`src/rtl/sprite_line_fetch_pkg.sv`:
```
// Shared constants, FSM encoding and slot record for the per-scanline sprite prefetch stage.
package sprite_line_fetch_pkg;

  localparam int MAX_SPRITES  = 2;
  localparam int OBJ_BYTES    = 4;
  localparam int BITMAP_BASE  = OBJ_BYTES * MAX_SPRITES;
  localparam int BITMAP_BYTES = 55;

  // Byte offsets of the fields inside one object entry
  localparam logic [1:0] FLD_X    = 2'd0;
  localparam logic [1:0] FLD_Y    = 2'd1;
  localparam logic [1:0] FLD_OFF  = 2'd2;
  localparam logic [1:0] FLD_SIZE = 2'd3;

  typedef enum logic [2:0] {
    S_IDLE   = 3'd0,
    S_OBJ_RD = 3'd1,
    S_CHECK  = 3'd2,
    S_BMP_RD = 3'd3,
    S_NEXT   = 3'd4,
    S_DONE   = 3'd5
  } fetch_state_e;

  typedef struct packed {
    logic        valid;
    logic [7:0]  x;
    logic [4:0]  width;
    logic [15:0] row_mask;
  } slot_t;

  // Ones in bit positions below width (width 1..16)
  function automatic logic [15:0] width_mask(input logic [4:0] width);
    return 16'((17'd1 << width) - 17'd1);
  endfunction

endpackage

```
`src/rtl/sprite_row_slot.sv`:
```
// One sprite slot: shadow row built during hblank, live row used for the pixel hit test.
module sprite_row_slot
  import sprite_line_fetch_pkg::*;
(
  input  logic       clk,
  input  logic       rst_n,
  input  logic       load,
  input  slot_t      load_data,
  input  logic       swap,
  input  logic       clear,
  input  logic [7:0] lx,
  output logic       hit
);

  slot_t      shadow_q;
  slot_t      live_q;
  logic [8:0] x_end;
  logic [3:0] col;

  always_ff @(posedge clk or negedge rst_n) begin
    if (!rst_n) begin
      shadow_q <= '0;
      live_q   <= '0;
    end else begin
      if (load) shadow_q <= load_data;
      if (clear)     live_q <= '0;
      else if (swap) live_q <= shadow_q;
    end
  end

  // 9-bit end bound so sprites near x=255 clip instead of wrapping to column 0
  always_comb begin
    x_end = {1'b0, live_q.x} + {4'b0, live_q.width};
    col   = lx[3:0] - live_q.x[3:0];
    hit   = live_q.valid && (lx >= live_q.x) && ({1'b0, lx} < x_end) && live_q.row_mask[col];
  end

endmodule

```
`src/rtl/sprite_line_fetch.sv`:
```
// Per-scanline sprite prefetch: walks the object table and bitmap through one byte read port,
// builds shadow row masks during hblank and swaps them live at the visible rise.
module sprite_line_fetch
  import sprite_line_fetch_pkg::*;
(
  input  logic       clk,
  input  logic       rst_n,
  input  logic       line_start,
  input  logic [9:0] next_y,
  input  logic       visible,
  input  logic [9:0] pix_x,
  output logic       mem_rd_en,
  output logic [5:0] mem_rd_addr,
  input  logic [7:0] mem_rd_data,
  output logic       pix_hit,
  output logic       busy,
  output logic       overrun,
  input  logic       overrun_clr,
  output logic [2:0] dbg_state
);

  localparam int IDX_W = (MAX_SPRITES > 1) ? $clog2(MAX_SPRITES) : 1;

  fetch_state_e     state_q, state_d;
  logic [IDX_W-1:0] idx_q;
  logic [1:0]       byte_idx_q;
  logic             phase_q;
  logic [7:0]       ly_q, obj_x_q, obj_y_q, obj_off_q, obj_size_q;
  logic [23:0]      asm_q;
  logic             cover_q, visible_q;

  logic vis_rise, fetching, restart, abort, stay, last_sprite, swap;
  logic [MAX_SPRITES-1:0] slot_load, slot_hit;
  slot_t                  load_data;

  logic [4:0] width, height, span;
  logic [8:0] y_end, byte_base, cur_byte;
  logic [7:0] row, bit_offset;
  logic [2:0] start_bit;
  logic       covers, byte_last, in_range;
  logic [5:0] obj_addr, bmp_addr;
  logic [15:0] shifted;
  logic       unused_ok;

  assign vis_rise    = visible & ~visible_q;
  assign fetching    = (state_q == S_OBJ_RD) || (state_q == S_CHECK) ||
                       (state_q == S_BMP_RD) || (state_q == S_NEXT);
  assign restart     = line_start && (state_q != S_IDLE);
  assign abort       = vis_rise && fetching;
  assign last_sprite = (idx_q == IDX_W'(MAX_SPRITES - 1));
  assign stay        = (state_d == state_q) && !restart;
  assign busy        = fetching;
  assign dbg_state   = state_q;
  assign unused_ok   = ^{next_y[1:0], pix_x[1:0]};

  // Geometry of the object currently held in obj_*_q against the line being prepared
  always_comb begin
    width      = {1'b0, obj_size_q[7:4]} + 5'd1;
    height     = {1'b0, obj_size_q[3:0]} + 5'd1;
    y_end      = {1'b0, obj_y_q} + {4'b0, height};
    covers     = (ly_q >= obj_y_q) && ({1'b0, ly_q} < y_end);
    row        = ly_q - obj_y_q;
    bit_offset = row * {3'b0, width};
    start_bit  = bit_offset[2:0];
    byte_base  = {1'b0, obj_off_q} + {4'b0, bit_offset[7:3]};
    cur_byte   = byte_base + {7'b0, byte_idx_q};
    in_range   = cur_byte < 9'(BITMAP_BYTES);
    span       = {2'b0, start_bit} + width;
    byte_last  = ({1'b0, byte_idx_q, 3'b000} + 6'd8) >= {1'b0, span};
    obj_addr   = 6'(idx_q) * 6'(OBJ_BYTES) + {4'b0, byte_idx_q};
    bmp_addr   = 6'(BITMAP_BASE) + cur_byte[5:0];
    shifted    = 16'(asm_q >> start_bit);
  end

  always_comb begin
    load_data.valid    = cover_q;
    load_data.x        = obj_x_q;
    load_data.width    = width;
    load_data.row_mask = cover_q ? (shifted & width_mask(width)) : 16'h0000;
  end

  always_ff @(posedge clk or negedge rst_n) begin
    if (!rst_n) state_q <= S_IDLE;
    else        state_q <= state_d;
  end

  // A new line_start always wins: it restarts the walk even over a visible-rise abort
  always_comb begin
    state_d = state_q;
    case (state_q)
      S_IDLE:   if (line_start) state_d = S_OBJ_RD;
      S_OBJ_RD: if (phase_q && byte_idx_q == FLD_SIZE) state_d = S_CHECK;
      S_CHECK:  state_d = covers ? S_BMP_RD : S_NEXT;
      S_BMP_RD: if (phase_q && byte_last) state_d = S_NEXT;
      S_NEXT:   state_d = last_sprite ? S_DONE : S_OBJ_RD;
      S_DONE:   if (vis_rise) state_d = S_IDLE;
      default:  state_d = S_IDLE;
    endcase
    if (abort)   state_d = S_IDLE;
    if (restart) state_d = S_OBJ_RD;
  end

  // Read port: mem_rd_en is a one-cycle strobe (phase 0) and mem_rd_data is captured the
  // following cycle (phase 1); only one read is ever outstanding.
  always_comb begin
    mem_rd_en   = 1'b0;
    mem_rd_addr = '0;
    slot_load   = '0;
    swap        = 1'b0;
    case (state_q)
      S_OBJ_RD: begin
        mem_rd_en   = !phase_q;
        mem_rd_addr = obj_addr;
      end
      S_BMP_RD: begin
        mem_rd_en   = !phase_q && in_range;
        mem_rd_addr = bmp_addr;
      end
      S_NEXT:  slot_load[idx_q] = 1'b1;
      S_DONE:  swap = vis_rise && !line_start;
      default: ;
    endcase
  end

  always_ff @(posedge clk or negedge rst_n) begin
    if (!rst_n) begin
      idx_q      <= '0;
      byte_idx_q <= '0;
      phase_q    <= 1'b0;
      ly_q       <= '0;
      obj_x_q    <= '0;
      obj_y_q    <= '0;
      obj_off_q  <= '0;
      obj_size_q <= '0;
      asm_q      <= '0;
      cover_q    <= 1'b0;
      visible_q  <= 1'b0;
      overrun    <= 1'b0;
      pix_hit    <= 1'b0;
    end else begin
      visible_q <= visible;
      if (line_start) ly_q <= next_y[9:2];
      if (stay && (state_q == S_OBJ_RD || state_q == S_BMP_RD)) begin
        phase_q <= ~phase_q;
        if (phase_q) byte_idx_q <= byte_idx_q + 2'd1;
      end else begin
        phase_q    <= 1'b0;
        byte_idx_q <= '0;
      end
      if (line_start) idx_q <= '0;
      else if (state_q == S_NEXT && state_d == S_OBJ_RD) idx_q <= idx_q + IDX_W'(1);
      if (state_q == S_OBJ_RD && phase_q) begin
        case (byte_idx_q)
          FLD_X:    obj_x_q    <= mem_rd_data;
          FLD_Y:    obj_y_q    <= mem_rd_data;
          FLD_OFF:  obj_off_q  <= mem_rd_data;
          FLD_SIZE: obj_size_q <= mem_rd_data;
        endcase
      end
      // Skipped out-of-range bytes stay 0 because the assembly register is cleared in CHECK
      if (state_q == S_CHECK) begin
        cover_q <= covers;
        asm_q   <= '0;
      end else if (state_q == S_BMP_RD && phase_q && in_range) begin
        case (byte_idx_q)
          2'd0:    asm_q[7:0]   <= mem_rd_data;
          2'd1:    asm_q[15:8]  <= mem_rd_data;
          default: asm_q[23:16] <= mem_rd_data;
        endcase
      end
      overrun <= abort | restart | (overrun & ~overrun_clr);
      pix_hit <= visible & (|slot_hit);
    end
  end

  for (genvar i = 0; i < MAX_SPRITES; i++) begin : g_slot
    sprite_row_slot u_slot (
      .clk       (clk),
      .rst_n     (rst_n),
      .load      (slot_load[i]),
      .load_data (load_data),
      .swap      (swap),
      .clear     (abort),
      .lx        (pix_x[9:2]),
      .hit       (slot_hit[i])
    );
  end

endmodule

```
`config.mk`:
```
export PLATFORM = sky130hd
export DESIGN_NAME = sprite_line_fetch
export DESIGN_NICKNAME = d
export VERILOG_FILES = /design/src/rtl/sprite_line_fetch_pkg.sv /design/src/rtl/sprite_row_slot.sv /design/src/rtl/sprite_line_fetch.sv
export SDC_FILE = /design/constraint.sdc
export NUM_CORES = 1
export LEC_CHECK = 0
export CORE_UTILIZATION = 50
export CTS_BUF_LIST = sky130_fd_sc_hd__clkbuf_8
export DETAILED_ROUTE_END_ITERATION = 7
export PLACE_DENSITY = 0.68
export SETUP_SLACK_MARGIN = 0.1
export SLEW_MARGIN = 5
export SYNTH_ARGS = -nofsm -noshare
export SYNTH_HDL_FRONTEND = slang
export SYNTH_SLANG_ARGS = --single-unit
```
`constraint.sdc`:
```
create_clock -name clk -period 20.8 [get_ports clk]
set_clock_uncertainty 0.1 [all_clocks]
set_input_delay 4.16 -clock clk [delete_from_list [all_inputs] [get_ports clk]]
set_output_delay 4.16 -clock clk [all_outputs]
set_load 0.03 [all_outputs]
```
# After elaboration in Yosys (flattened, before gate mapping)
# Index checks and enable logic that the tools add are counted.
[totals]
wordCells = 163
inputBits = 33
out_inout_bits = 13
regBits = 195
[classes]
n_shift = 2
add_sub_neg = 17
mux = 34
n_eq_ne = 12
multipliers = 1
n_reduce_logical = 44
bitwise_logic = 9
magnitude_cmp = 12
[ops]
columns = ["operator", "count"]
rows = [
  ["30-bit two-way mux", 4],
  ["24-bit two-way mux", 2],
  ["8-bit by 5-bit adder with 9-bit output", 4],
  ["8-bit by 9-bit less-than comparator with 1-bit output", 3],
  ["8-bit >= comparator", 3],
  ["3-bit two-way mux", 8],
  ["8-bit two-way mux", 3],
  ["24-bit by 3-bit right shift with 16-bit output", 1],
  ["1-bit logical AND", 20],
  ["3-bit case mux with 6 select lines", 1],
  ["16-bit bitwise AND", 1],
  ["16-bit two-way mux", 1],
  ["1-bit by 5-bit left shift with 16-bit output, first input constant", 1],
  ["16-bit by 1-bit subtractor with 16-bit output, second input constant", 1],
  ["2-bit AND reduction", 7],
  ["6-bit case mux with 2 select lines", 1],
  ["4-bit by 1-bit adder with 5-bit output, second input constant", 2],
  ["4-bit by 5-bit less-than comparator with 1-bit output, second input constant", 2],
  ["2-bit nonzero test", 5],
  ["9-bit by 2-bit adder with 9-bit output", 1],
  ["9-bit by 6-bit less-than comparator with 1-bit output, second input constant", 1],
  ["1-bit binary-select mux with 4-bit select", 2],
  ["8-bit by 5-bit multiplier with 8-bit output", 1],
  ["4-bit subtractor", 2],
  ["31 further kinds", 54],
]

# Logic depth before layout (Yosys ltp)
# Gate-level depths: netlist (run 1).
[depth]
ltp_word = 13
mapped_depth = 29
mapped_depth_nobuf = 28

# Modules after synthesis
# From an unflattened synthesis (run 1), not the netlist that was laid out.
[unflattened]
cells_unflattened = 1183
area_unflattened_um2 = 12669.7
[modules_own_cells]
columns = ["module", "cells_each", "instances", "seq_area_each_um2", "area_per_inst_um2"]
rows = [
  ["sprite_line_fetch", 675, 1, 1851.8, 6436.2],
  ["sprite_row_slot", 254, 2, 1501.4, 3116.7],
]

# Worst setup path before layout (run 1)
# No wires, ideal clock.
[synth_timing]
kind = "register to output"
startpoint = "reg obj_size_q[4]"
endpoint = "out mem_rd_en"
arrival_ns = 6.796
n_path_buf = 2
required_ns = 16.540
path_stages_with_launch = 27
path_slack_ns = 9.744
path_cell_list = "dfrtp_1 -> ha_1 -> ha_1 -> clkbuf_1 -> clkbuf_1 -> nor2_1 -> fa_1 -> fa_1 -> inv_1 -> fa_1 -> inv_1 -> ha_1 -> inv_1 -> o21bai_1 -> a21oi_1 -> xnor2_1 -> xnor3_1 -> xnor2_1 -> ha_1 -> ha_1 -> xnor2_1 -> ha_1 -> nor3_1 -> mux2i_1 -> o2bb2ai_2 -> nand2_1 -> a211oi_1"
[synth_between]
elab_chain_cells = 7
[synth_rtl]
columns = ["element", "line", "rtl"]
rows = [
  ["start: declaration", "sprite_line_fetch.sv:28", "logic [7:0] ly_q, obj_x_q, obj_y_q, obj_off_q, obj_size_q;"],
  ["start signal: assignment", "sprite_line_fetch.sv:157", "FLD_SIZE: obj_size_q <= mem_rd_data;"],
  ["4-bit by 1-bit adder with 5-bit output", "sprite_line_fetch.sv:58", "width = {1'b0, obj_size_q[7:4]} + 5'd1;"],
  ["8-bit by 5-bit multiplier with 8-bit output", "sprite_line_fetch.sv:63", "bit_offset = row * {3'b0, width};"],
  ["8-bit by 5-bit adder with 9-bit output", "sprite_line_fetch.sv:65", "byte_base = {1'b0, obj_off_q} + {4'b0, bit_offset[7:3]};"],
  ["9-bit by 2-bit adder with 9-bit output", "sprite_line_fetch.sv:66", "cur_byte = byte_base + {7'b0, byte_idx_q};"],
  ["9-bit by 6-bit less-than comparator with 1-bit output", "sprite_line_fetch.sv:67", "in_range = cur_byte < 9'(BITMAP_BYTES);"],
  ["1-bit logical AND", "sprite_line_fetch.sv:116", "mem_rd_en = !phase_q && in_range;"],
  ["1-bit case mux with 2 select lines", "sprite_line_fetch.sv:110", "case (state_q)"],
  ["end: declaration", "sprite_line_fetch.sv:12", "output logic mem_rd_en,"],
]
# Every way passes these cells.

==> results of run 1 <==
## area by class of cell
| cell class | instances | area [um^2] |
|---|---|---|
| multi-input combinational | 962 | 7160 |
| clock inverter | 15 | 215 |
| sequential | 194 | 4850 |
| clock buffer | 17 | 234 |
| inverter | 77 | 289 |
| timing repair buffer | 48 | 467 |
| tap | 324 | 405 |
| fill | 2234 | 10900 |
## cell usage after synthesis (all sizes together), types with 3 or more instances
library cell / n / share of area
mux2: 66 / 0.059
xnor2: 36 / 0.025
o31ai: 16 / 0.0095
a31oi: 3 / 0.0015
and2: 7 / 0.0035
buf: 10 / 0.0052
nor2b: 15 / 0.0075
or4: 3 / 0.0018
clkbuf: 54 / 0.017
nand2b: 14 / 0.0070
a211oi: 6 / 0.0046
nand4: 7 / 0.0059
nor3: 15 / 0.0060
nand3b: 3 / 0.0018
a22oi: 3 / 0.0018
o211ai: 4 / 0.0024
or3: 7 / 0.0039
fa: 22 / 0.035
a21oi: 99 / 0.040
ha: 94 / 0.093
inv: 77 / 0.023
nor4: 3 / 0.0015
xor2: 12 / 0.0084
mux2i: 64 / 0.051
dfrtp: 194 / 0.39
o21ai: 52 / 0.021
a21boi: 4 / 0.0024
nand3: 13 / 0.0056
o2111ai: 4 / 0.0028
nor3b: 5 / 0.0030
o21bai: 6 / 0.0036
mux4: 15 / 0.027
nand2: 270 / 0.081
or2: 4 / 0.0020
a21o: 15 / 0.0090
o21a: 8 / 0.0048
nor2: 42 / 0.014
## registers in the layout, summed over array words and instances, names as in the netlist
signal,flops
visible_q,1
phase_q,1
obj_y_q,8
byte_idx_q,2
obj_off_q,8
ly_q,8
dbg_state,3
g_slot.u_slot.shadow_q,60
g_slot.u_slot.live_q,60
overrun,1
pix_hit,1
cover_q,1
obj_x_q,8
idx_q,1
asm_q,23
obj_size_q,8
## routing by layer
| metal | track usage | up-vias | part of all wire |
|---|---|---|---|
| li1 | - | 4469 | - |
| met1 | 0.333 | 4456 | 0.49 |
| met2 | 0.360 | 188 | 0.45 |
| met3 | 0.0315 | 26 | 0.039 |
| met4 | 0.0567 | 0 | 0.014 |
| met5 | 0 | - | 0 |
## worst max path at each step
stage | depth (start not counted) | slack (ns) | endpoint
5_1_grt | 25 | 7.42 | mem_rd_en
6_report | 25 | 7.90 | mem_rd_en
4_1_cts | 25 | 7.94 | mem_rd_en
2_1_floorplan | 26 | 9.74 | mem_rd_en
3_3_place_gp | 25 | 8.59 | mem_rd_en
3_5_place_dp | 25 | 8.50 | mem_rd_en
## where the power goes
part / internal [uW] / switching (uW)
clock: 108 / 163
combinational: 685 / 888
sequential: 403 / 26.6
total: 1200 / 1080
## cells by family after synthesis
group	after synthesis
buffers and inverters	142
XOR/XNOR	49
flip-flops	194
adder cells (fa/ha/maj)	116
AND/OR/NAND/NOR	414
multiplexers	145
AO/OA/AOI/OAI	238
## per-stage QoR
step,power [uW],hold WS (ns),worst slack [ns]
6_report,2270,0.385,7.90
5_1_grt,2490,0.416,7.42
4_1_cts,2280,0.387,7.94
3_5_place_dp,2000,0.363,8.50
3_3_place_gp,1950,0.361,8.59
2_1_floorplan,1710,0.346,9.74
## worst register-to-register path, cell delays in order (launching register included)
cell       delay [ns]
dfrtp_1          0.62
ha_1             0.39
ha_1             0.75
inv_2            0.26
nand2_1          0.13
fa_1             0.45
fa_1             0.54
fa_1             0.56
inv_1            0.04
ha_1             0.32
a21oi_1          0.23
o21bai_1         0.09
a21oi_1          0.17
xnor2_1          0.15
xnor3_1          0.43
xnor2_1          0.25
ha_1             0.29
ha_1             0.32
xnor2_1          0.18
ha_1             0.25
nor3_1           0.18
mux2i_1          0.11
o2bb2ai_2        0.34
and4_1           0.52
mux2i_1          0.24
==> flow_metrics.py, run 1 <==
metrics = {
    "run_status": {
        "status": "finished, final reports clean",
    },
    "floorplan": {
        "io_pins": 46,
        "start_util": 0.513,
        "die_w_um": 161,
        "core_um2": 24500,
        "dieHeight_um": 161,
        "rows": 57,
        "die_area_um2": 25800,
    },
    "clocking": {
        "cts_max_level": 4,
        "cts_hold_buf": 0,
        "cts_resized": 0,
        "cts_buffer_depth": 2,
        "cts_tree": "built",
        "post_cts_buffers": 0,
        "clock-sinks": 194,
        "cts_made_buffers": 17,
        "clkLatencyLatePin_ns": 0.48,
        "cts-root-buf": "clkbuf_8",
        "cts.clk_slew.worst_paths_ns": 0.13,
    },
    "global_route": {
        "antenna_found_initial": 0,
        "overflow": 0,
        "grt_max_degree": 74,
        "grt_pass1_vias": 9019,
        "grt_pass1_wl_um": 46800,
        "track_usage": 0.229,
    },
    "timing": {
        "timing.fmax_mhz": 77.5,
        "max_slew_margin": 0.224,
        "finalSetupTns_ns": 0,
        "tightest_slew_ns": 1.16,
        "fin_crit_sh": 0.620,
        "setup_violations": 0,
        "slew_violations": 0,
        "period_minus_slack_ns": 12.90,
        "hold_viol_final": 0,
        "rsz0062_at_grt": "false",
    },
    "finish": {
        "final_cells": 1637,
        "antennaDiodeCount": 0,
        "drive_above_1_share": 0.106,
        "area_delta_synth_final_pct": 8.31,
        "fin_util": 0.555,
        "stdcell_area_um2": 13600,
        "final_common_cell": "nand2_1",
        "mostFrequentLayoutCells": "nand2_1, dfrtp_1, a21oi_1, ha_1, inv_1",
        "nNetsFinal": 1449,
    },
    "place": {
        "hpwl_um": 20200,
        "placed_area_um2": 13200,
        "dp_cells": 1605,
        "io_buffer_count": 41,
        "finalWeightedCongestion": 0.908,
    },
    "job": {
        "cap_viol_max_count": 0,
    },
    "setup_path": {
        "max_stage_delay_ns": 0.74,
        "cp-start-kind": "flop",
        "worst-setup-path-type": "reg -> out",
        "reg2reg_depth": 24,
        "crit_family": "adder cells",
        "crit_buf_inv": 3,
        "crit_start": "obj_size_q[4]",
        "r2r-start": "obj_size_q[4]",
        "worstPathRequired_ns": 16.54,
        "worstReg2RegEnd": "asm_q[18]",
        "reg2reg_slack_ns": 12.80,
        "cp_max_fo": 18,
        "critPathArrivalTime_ns": 8.64,
        "end_kind": "primary output",
        "cpMostUsedCell": "ha_1",
        "critical_path.slowest_cell": "ha_1",
    },
    "synth": {
        "ys_seq_area_frac": 0.386,
        "synth_xor_xnor_area_share": 0.0352,
        "synth_fp_nets": 1447,
        "synth_top_family_by_area": "simple AND/OR/NAND/NOR gates",
        "synth_compound_area_frac": 0.120,
        "synth_fa_ha_area_frac": 0.128,
        "netlist_instances": 1298,
        "syn_area_per_cell_um2": 9.69,
        "synth_seq_cells": 194,
        "synth-simple-area-share": 0.148,
        "synth_area_um2": 12600,
        "synth_enable_flop_cells": 0,
        "synthMuxAreaShare": 0.137,
        "synth_ff_type": "dfrtp_1",
        "async_flop_share": 1.00,
        "ys_warn_count": 0,
        "synthDistinctLibCells": 78,
    },
    "detailed_routing": {
        "drtIter0Drc": 516,
        "drc": 0,
        "final_antenna_net_count": 0,
        "finalWirelength_um": 27900,
        "dr.pass1.iters": 5,
        "num_vias": 9139,
        "vias_per_cell": 5.58,
        "avgRoutedWirePerCell_um": 17.0,
    },
    "min_path": {
        "hp-class": "reg -> reg",
        "worstHoldStart": "g_slot[1].u_slot.shadow_q[23]",
        "min_to": "g_slot[1].u_slot.live_q[23]",
        "hold_path_depth": 2,
    },
    "power_and_ir_drop": {
        "power_density_nw_per_um2": 167,
        "p_leak_uw": 0.00619,
        "ir_worst_vdd_mv": 0.590,
    },
}
No activity file was read; power rests on OpenSTA's default activity.
==> inputs of run 2 (changes only) <==
clock period = 12 ns   (was 20.8 ns; I/O delays follow)
==> run 2 against run 1 <==
  * Global-route usage grew 0.56 points
  * Power grew 73%
  * Register-to-register slack lost 8.7 ns
  * Combinational power grew 73%
  * Setup slack lost 6.9 ns
  * Largest power group unchanged
  * Utilization is essentially flat
  * Critical endpoint unchanged
  * Final cell count is essentially flat
  * Sequential power grew 73%
  * Worst hold slack gained 0.0085 ns
==> flow_metrics.py, run 2 (synthesis gave the netlist of run 1 again) <==
metrics = {
    "timing": {
        "hold_viol_final": 0,
        "period_minus_slack_ns": 11.01,
        "tightest_slew_ns": 1.20,
        "setup_ws_ns": 0.988,
        "slew_violations": 0,
        "rsz0062_at_grt": "false",
        "finalSetupTns_ns": 0,
        "timing.fmax_mhz": 90.8,
        "max_slew_margin": 0.198,
        "setup_violations": 0,
        "fin_crit_sh": 0.918,
    },
    "finish": {
        "area_delta_synth_final_pct": 8.29,
        "mostFrequentLayoutCells": "nand2_1, dfrtp_1, a21oi_1, ha_1, inv_1",
        "nNetsFinal": 1448,
        "final_common_cell": "nand2_1",
        "top_regs": "g_slot.u_slot.live_q (60), g_slot.u_slot.shadow_q (60), asm_q (23)",
        "drive_above_1_share": 0.105,
        "antennaDiodeCount": 0,
        "stdcell_area_um2": 13600,
    },
    "power_and_ir_drop": {
        "internal_power_uw": 2060,
        "p_switching_uw": 1870,
        "power_density_nw_per_um2": 289,
        "power.clock.fraction": 0.121,
        "swShare": 0.476,
        "seqPwrFrac": 0.189,
        "ir_worst_vdd_mv": 1.47,
        "combPwrFrac": 0.690,
        "p_leak_uw": 0.00618,
    },
    "place": {
        "hpwl_um": 20100,
        "io_buffer_count": 41,
        "pre_cts_ws_ns": 1.60,
        "placed_area_um2": 13200,
        "finalWeightedCongestion": 0.907,
    },
    "floorplan": {
        "dieHeight_um": 161,
        "die_area_um2": 25800,
        "die_w_um": 161,
        "rows": 57,
        "io_pins": 46,
        "start_util": 0.513,
        "core_um2": 24500,
    },
    "setup_path": {
        "critPathArrivalTime_ns": 8.51,
        "reg2reg_slack_ns": 4.15,
        "worst-setup-path-type": "reg -> out",
        "crit_buf_inv": 3,
        "cp_max_fo": 18,
        "max_stage_delay_ns": 0.73,
        "cpMostUsedCell": "ha_1",
        "cp-start-kind": "flop",
        "worstPathRequired_ns": 9.50,
        "end_kind": "primary output",
        "crit_family": "adder cells",
        "critical_path.slowest_cell": "ha_1",
    },
    "detailed_routing": {
        "avgRoutedWirePerCell_um": 17.3,
        "num_vias": 9148,
        "final_antenna_net_count": 0,
        "finalWirelength_um": 28300,
        "dr.pass1.iters": 5,
        "vias_per_cell": 5.59,
        "drc": 0,
        "drtIter0Drc": 505,
    },
    "clocking": {
        "cts_made_buffers": 17,
        "post_cts_buffers": 0,
        "cts_buffer_depth": 2,
        "clkLatencyLatePin_ns": 0.50,
        "cts_hold_buf": 0,
        "cts_tree": "built",
        "cts_max_level": 4,
        "cts_resized": 0,
        "cts.clk_slew.worst_paths_ns": 0.12,
        "cts-root-buf": "clkbuf_8",
        "clock-sinks": 194,
    },
    "min_path": {
        "hp-class": "reg -> reg",
    },
    "global_route": {
        "grt_pass1_vias": 9083,
        "grt_max_degree": 116,
        "track_usage": 0.234,
        "antenna_found_initial": 0,
        "grt_pass1_wl_um": 47700,
        "overflow": 0,
    },
    "run_status": {
        "status": "finished, final reports clean",
    },
    "job": {
        "cap_viol_max_count": 0,
    },
}
[run 2: changes by cell type in the layout (fill, tap and decap cells not counted), sizes merged]
| cell | delta |
|---|---|
| bufinv | -1 |
| inv | +2 |
| clkinv | -1 |
| buf | -1 |
[run 2: final timing paths]
kind	cells after the start	from	endpoint
max	25	obj_size_q[4]	mem_rd_en
min	2	g_slot[1].u_slot.shadow_q[16]	g_slot[1].u_slot.shadow_q[16]
max reg2reg	24	obj_size_q[4]	asm_q[16]
min reg2reg	2	g_slot[1].u_slot.shadow_q[16]	g_slot[1].u_slot.shadow_q[16]
max in group asynchronous	2	rst_n	g_slot[0].u_slot.shadow_q[16]
min in group asynchronous	1	rst_n	g_slot[0].u_slot.live_q[27]
[run 2: worst register-to-register path: cells and delay by family, from the launching register on]
family | cells | cell delay (ns)
adders and majority gates | 9 | 3.83
muxes | 2 | 0.35
AOI/OAI and AO/OA | 4 | 0.83
xor gates and xnor gates | 4 | 0.94
DFF | 1 | 0.61
buffers and inverters | 2 | 0.31
and+or+nand+nor | 3 | 0.84
[run 2: routing by layer]
layer,GRT usage,vias to the layer above,share of wire
li1,-,4473,-
met1,0.338,4469,0.49
met2,0.374,180,0.46
met3,0.0354,26,0.044
met4,0.0476,0,0.011
met5,0,-,0
[run 2: area by class of cell]
cell class                 count  area [um^2]
sequential                   194         4850
clock buffer                  17          234
inverter                      77          289
tap                          324          405
fill                        2225        10900
timing repair buffer          47          459
multi-input combinational    962         7160
clock inverter                15          220
[run 2: power groups by stage]
stage	clock [uW]	combinational, uW	sequential, uW
2_1_floorplan	0	2220	739
3_3_place_gp	0	2630	753
3_5_place_dp	0	2670	755
4_1_cts	494	2710	742
5_1_grt	516	3060	750
6_report	476	2710	743
[run 2: stage by stage]
step	total power, uW	utilization	hold slack [ns]	cells
after global routing	4330	0.555	0.411	1636
final	3930	0.555	0.393	1636
after global placement	3380	0.537	0.359	1604
after CTS	3940	0.555	0.395	1636
after floorplan	2960	-	0.346	1298
after detailed placement	3430	0.537	0.363	1604
==> inputs of run 3 (changes only) <==
CAP_MARGIN = 5   (was default)
==> results of run 3 <==
The final DEF is identical to that of run 2; final timing and power are the same.
